==> src/rtl/spi_in_capture.sv <==
// Oversampling SPI receiver: synchronizes CS/SCLK/DATA_IN into CLK, deserializes words
// and buffers them in a first-word-fall-through FIFO with framing and overflow reporting.
module spi_in_capture #(
  parameter int WORD_BITS   = 16,
  parameter int LSB_FIRST   = 1,
  parameter int FIFO_DEPTH  = 4,
  parameter int SYNC_STAGES = 2
) (
  input  logic                 CLK,
  input  logic                 RST,
  input  logic                 SCLK,
  input  logic                 CS,
  input  logic                 DATA_IN,
  output logic [WORD_BITS-1:0] OUT_DATA,
  output logic                 OUT_VALID,
  input  logic                 OUT_READY,
  output logic                 FRAME_DONE,
  output logic [7:0]           FRAME_WORDS,
  output logic                 FRAME_ERR,
  output logic                 OVERFLOW
);

  localparam int BW = $clog2(WORD_BITS);
  localparam int AW = $clog2(FIFO_DEPTH);

  function automatic logic [WORD_BITS-1:0] shift_in(input logic [WORD_BITS-1:0] cur,
                                                    input logic bit_in);
    if (LSB_FIRST != 0) return {bit_in, cur[WORD_BITS-1:1]};
    else                return {cur[WORD_BITS-2:0], bit_in};
  endfunction

  logic [SYNC_STAGES-1:0] sclk_sync, cs_sync, data_sync;
  logic [SYNC_STAGES:0]   fill;
  logic                   sclk_d, armed, frame_act;
  logic                   sclk_s, cs_s, data_s, sync_ok;
  logic                   frame_start, frame_end, rise_p0, word_end_p0;
  logic [BW-1:0]          bit_cnt;
  logic [7:0]             word_cnt;
  logic [WORD_BITS-1:0]   shreg_p0;
  logic                   push_vld_p1;

  logic [WORD_BITS-1:0]   mem [FIFO_DEPTH];
  logic [AW:0]            wr_ptr, rd_ptr;
  logic                   full, empty, pop, wr_en;

  // Stage: synchronizers plus a fill tracker so reset values are never mistaken for pin state
  always_ff @(posedge CLK) begin
    if (RST) begin
      sclk_sync <= '0;
      cs_sync   <= '1;
      data_sync <= '0;
      sclk_d    <= 1'b0;
      fill      <= '0;
    end else begin
      sclk_sync <= {sclk_sync[SYNC_STAGES-2:0], SCLK};
      cs_sync   <= {cs_sync[SYNC_STAGES-2:0], CS};
      data_sync <= {data_sync[SYNC_STAGES-2:0], DATA_IN};
      sclk_d    <= sclk_s;
      fill      <= {fill[SYNC_STAGES-1:0], 1'b1};
    end
  end

  always_comb begin
    sclk_s      = sclk_sync[SYNC_STAGES-1];
    cs_s        = cs_sync[SYNC_STAGES-1];
    data_s      = data_sync[SYNC_STAGES-1];
    sync_ok     = fill[SYNC_STAGES];
    // A frame only opens after CS has genuinely been seen high, so a frame cut by reset stays ignored
    frame_start = sync_ok & armed & ~frame_act & ~cs_s;
    frame_end   = frame_act & cs_s;
    rise_p0     = frame_act & ~cs_s & sclk_s & ~sclk_d;
    word_end_p0 = rise_p0 & (bit_cnt == BW'(WORD_BITS - 1));
  end

  // Stage p0: bit/word counting and frame status
  always_ff @(posedge CLK) begin
    if (RST) begin
      armed       <= 1'b0;
      frame_act   <= 1'b0;
      bit_cnt     <= '0;
      word_cnt    <= '0;
      push_vld_p1 <= 1'b0;
      FRAME_DONE  <= 1'b0;
      FRAME_ERR   <= 1'b0;
      FRAME_WORDS <= '0;
    end else begin
      FRAME_DONE  <= 1'b0;
      FRAME_ERR   <= 1'b0;
      push_vld_p1 <= word_end_p0;
      armed       <= armed | (sync_ok & cs_s);
      if (frame_start) begin
        frame_act <= 1'b1;
        bit_cnt   <= '0;
        word_cnt  <= '0;
      end else if (frame_end) begin
        frame_act <= 1'b0;
        if (bit_cnt != '0) begin
          FRAME_ERR   <= 1'b1;
          FRAME_WORDS <= word_cnt;
        end else if (word_cnt != '0) begin
          FRAME_DONE  <= 1'b1;
          FRAME_WORDS <= word_cnt;
        end
      end else if (rise_p0) begin
        bit_cnt <= word_end_p0 ? '0 : bit_cnt + BW'(1);
        if (word_end_p0 && word_cnt != 8'hFF) word_cnt <= word_cnt + 8'd1;
      end
    end
  end

  always_ff @(posedge CLK) begin
    if (rise_p0) shreg_p0 <= shift_in(shreg_p0, data_s);
  end

  always_comb begin
    empty     = (wr_ptr == rd_ptr);
    full      = (wr_ptr[AW] != rd_ptr[AW]) && (wr_ptr[AW-1:0] == rd_ptr[AW-1:0]);
    OUT_VALID = ~empty;
    OUT_DATA  = empty ? '0 : mem[rd_ptr[AW-1:0]];
    pop       = OUT_VALID & OUT_READY;
    wr_en     = push_vld_p1 & (~full | pop);
  end

  // Stage p1: completed word enters the FWFT FIFO
  always_ff @(posedge CLK) begin
    if (RST) begin
      wr_ptr   <= '0;
      rd_ptr   <= '0;
      OVERFLOW <= 1'b0;
    end else begin
      if (wr_en) wr_ptr <= wr_ptr + (AW+1)'(1);
      if (pop)   rd_ptr <= rd_ptr + (AW+1)'(1);
      if (push_vld_p1 && full && !pop) OVERFLOW <= 1'b1;
    end
  end

  always_ff @(posedge CLK) begin
    if (wr_en) mem[wr_ptr[AW-1:0]] <= shreg_p0;
  end

endmodule

==> config.mk <==
export PLATFORM = sky130hd
export DESIGN_NAME = spi_in_capture
export DESIGN_NICKNAME = d
export VERILOG_FILES = /design/src/rtl/spi_in_capture.sv
export SDC_FILE = /design/constraint.sdc
export NUM_CORES = 1
export LEC_CHECK = 0
export CAP_MARGIN = 5
export CORE_AREA = 4 4 98 100
export CTS_CLUSTER_SIZE = 14
export DETAILED_ROUTE_END_ITERATION = 6
export DIE_AREA = 0 0 102 104
export GPL_ROUTABILITY_DRIVEN = 0
export HOLD_SLACK_MARGIN = 0.03
export PLACE_DENSITY = 0.83
export SETUP_SLACK_MARGIN = 0.5
export SYNTH_ARGS = -nofsm -noshare
export SYNTH_HDL_FRONTEND = slang
export SYNTH_SLANG_ARGS = --single-unit
==> constraint.sdc <==
create_clock -name CLK -period 4.6 [get_ports CLK]
set_input_delay 0.46 -clock CLK [delete_from_list [all_inputs] [get_ports CLK]]
set_output_delay 0.46 -clock CLK [all_outputs]
set_load 0.02 [all_outputs]
==> results.py <==
metrics = {
    "cells_and_area": {
        "drive_gt1_share_pct": 15.19,
        "final_common_cell": "edfxtp_1",
        "antenna_cells": 0,
        "nFillCells": 609,
        "finalNonFillerCells": 470,
        "syn_to_final_growth_pct": 21.14,
        "fin_nets": 364,
        "layout_common_cells": "80 x edfxtp_1, 44 x dfxtp_1, 33 x clkdlybuf4s50_1",
    },
    "timing": {
        "setup_viol": 0,
        "slew_violations": 0,
        "finalCriticalPeriod_ns": 3.433,
        "fmax_mhz": 291.3,
        "fin_crit_sh_pct": 74.63,
        "skew_ns": 0.007823,
        "rsz0062_at_grt": "false",
        "slew_headroom_pct": 21.84,
        "hold_viol": 0,
        "worst_pin_slew_ns": 1.166,
        "final.setup.tns_ns": 0,
    },
    "clock_tree": {
        "cts-root-buf": "clkbuf_8",
        "cts_setup_buffers": 0,
        "post_cts_resized": 0,
        "cts.sinks": 124,
        "tritoncts": "yes",
        "cts_hold_buf": 0,
        "clock_latency_ns": 0.51,
        "cts_max_level": 4,
        "clkTransAtPathRegs_ns": 0.06,
        "cts_inserted_buffers": 17,
        "clockBufferDepth": 2,
    },
    "synth": {
        "synth_xor_area_share_pct": 1.850,
        "synth_area_sq_mm": 0.004735,
        "syn-num-nets": 323,
        "synth_ff_type": "edfxtp_1",
        "yosys-mux-area-fraction_pct": 9.725,
        "synth.distinct_cells": 34,
        "synthAdderAreaFrac_pct": 2.378,
        "synth_edf_count": 80,
        "synthArstFlopShare_pct": 0,
        "ys_seq_elements": 124,
        "yosys.area_share.simple_pct": 10.41,
        "syn_avg_cell_area_sq_um": 15.37,
        "synth_top_family_by_area": "simple AND/OR/NAND/NOR gates",
        "ys_warn_count": 0,
        "synth_compound_area_share_pct": 4.070,
        "netlist_instances": 308,
        "ys_seq_area_share_pct": 69.34,
    },
    "placement": {
        "place_inst": 438,
        "numPortBuffers": 33,
        "hpwl_mm": 4.760,
    },
    "worst_setup_path": {
        "worstPathMaxFanout": 16,
        "worstPathRequired_ns": 4.14,
        "path_class": "flip-flop to output port",
        "cp.arrival_ns": 2.97,
        "cp_num_buf_inv": 1,
        "cp_top_family": "flip-flops",
        "end_kind": "output port",
        "slowest_delay_ns": 1.08,
        "start_kind": "flip-flop",
        "slowest_stage": "dfxtp_1",
        "crit_chain": "mux4_2, nor2b_1, clkdlybuf4s50_1",
    },
    "global_routing": {
        "track_usage_pct": 16.98,
        "use_met2_pct": 27.58,
        "grt_pass1_vias": 2613,
        "grt_pass1_wl_mm": 13.45,
        "grt_max_degree": 31,
        "globalRouteMet3Util_pct": 5.768,
        "grtUsageMet1_pct": 20.61,
        "grt-ovfl-total": 0,
        "antenna_found_initial": 0,
        "grt.busiest_layer": "met2",
    },
    "die": {
        "chipWidth_microns": 102,
        "rows": 34,
        "coreArea_sq_mm": 0.008678,
        "initial_core_util_pct": 54.56,
        "die_h_microns": 104,
        "dieArea_sq_mm": 0.01061,
        "io_pins": 34,
    },
    "routing": {
        "post-route-drc-count": 0,
        "vias": 2621,
        "wire_per_inst_microns": 17.49,
        "dr.pass1.iters": 5,
        "wirelength_mm": 8.221,
        "postRouteAntennaNets": 0,
        "drt_iter0_drc": 131,
        "via_per_inst": 5.577,
    },
    "hold_path": {
        "hold_class": "flip-flop to flip-flop",
    },
    "pwr": {
        "powerDensity_mw_per_mm2": 433.5,
        "ir_drop_mv": 0.3451,
        "p_leak_nw": 1.915,
    },
    "status": {
        "status": "finished, final reports clean",
    },
    "job": {
        "cap_violations": 0,
    },
}
## Yosys cell counts, types with 4 or more instances
library cell / n / area [sq um]
or4_1: 6 / 45.04
edfxtp_1: 80 / 2402
and2_1: 4 / 25.02
nand3_1: 5 / 25.02
mux2i_1: 10 / 100.1
o41ai_1: 5 / 43.79
a21oi_1: 15 / 75.07
nor3_1: 6 / 30.03
ha_1: 9 / 112.6
mux4_2: 16 / 360.4
inv_1: 11 / 41.29
dfxtp_1: 44 / 880.8
nor2b_1: 24 / 150.1
clkbuf_1: 7 / 26.28
nor2_1: 21 / 78.83
xor2_1: 7 / 61.31
nand2_1: 7 / 26.28
o31ai_1: 5 / 37.54
## path summary, 6_finish.rpt
path         startpoint          end  slack, ns  depth (start not counted)
max           flip-flop  OUT_DATA[4]       1.17                          3
min          cs_sync[0]   cs_sync[1]       0.42                          1
max reg2reg  cs_sync[1]  word_cnt[7]       2.16                          4
min reg2reg  cs_sync[0]   cs_sync[1]       0.42                          1
## worst register-to-register path, cell delays in order (launching register included)
cell and delay [ns]:
dfxtp_1 0.36, and4bb_1 0.97, nand4_4 0.31, or4_1 0.59, a21oi_1 0.15
## kinds of logic (layout without fill, tap and decap cells)
logic type / count (synthesis) / in the layout
xor gates and xnor gates: 10 / 10
buffers and inverters: 23 / 77
adders and majority gates: 9 / 9
AOI/OAI and AO/OA: 30 / 30
DFF: 124 / 124
muxes: 26 / 26
and+or+nand+nor: 86 / 86
## through the flow
step | hold slack, ns | setup WS, ns | power [mW] | cell area, sq um | utilization [%]
3_3_place_gp | 0.3934 | 1.697 | 1.215 | 5149 | 59.33
5_1_grt | 0.4501 | 0.9403 | 2.569 | 5736 | 66.09
4_1_cts | 0.4256 | 1.089 | 2.509 | 5736 | 66.09
2_1_floorplan | 0.3855 | 2.605 | 1.208 | 4735 | -
3_5_place_dp | 0.4082 | 1.672 | 1.216 | 5149 | 59.33
6_report | 0.4189 | 1.167 | 2.486 | 5736 | 66.09
## flip-flops by register name, summed over array words and instances, names as in the netlist, 2 cells and up, named ones only
name / count
mem: 64
shreg_p0: 16
FRAME_WORDS: 8
word_cnt: 8
bit_cnt: 4
fill: 3
rd_ptr: 3
wr_ptr: 3
cs_sync: 2
data_sync: 2
sclk_sync: 2
## area by class of cell
cell class,instances,area [sq um],area share (%)
Clock buffer,17,414.1,7.221
Clock inverter,15,172.7,3.010
Inverter,11,41.29,0.7199
Multi-Input combinational cell,161,1351,23.56
Sequential cell,124,3283,57.24
Tap cell,108,135.1,2.356
Timing Repair Buffer,34,337.8,5.890
## routing by layer
metal,share of wire (%),up-vias
met2,53,74
met4,1.9,0
met5,0,-
li1,-,1245
met1,40,1287
met3,5.6,15
## where the power goes
group | internal, mW | switching (mW) | total [mW]
combinational | 0.00694 | 0.00791 | 0.0149
sequential | 1.17 | 0.00183 | 1.18
clock | 0.750 | 0.545 | 1.29
total | 1.93 | 0.554 | 2.49
Note: power is estimated with default switching activity, not from simulation.
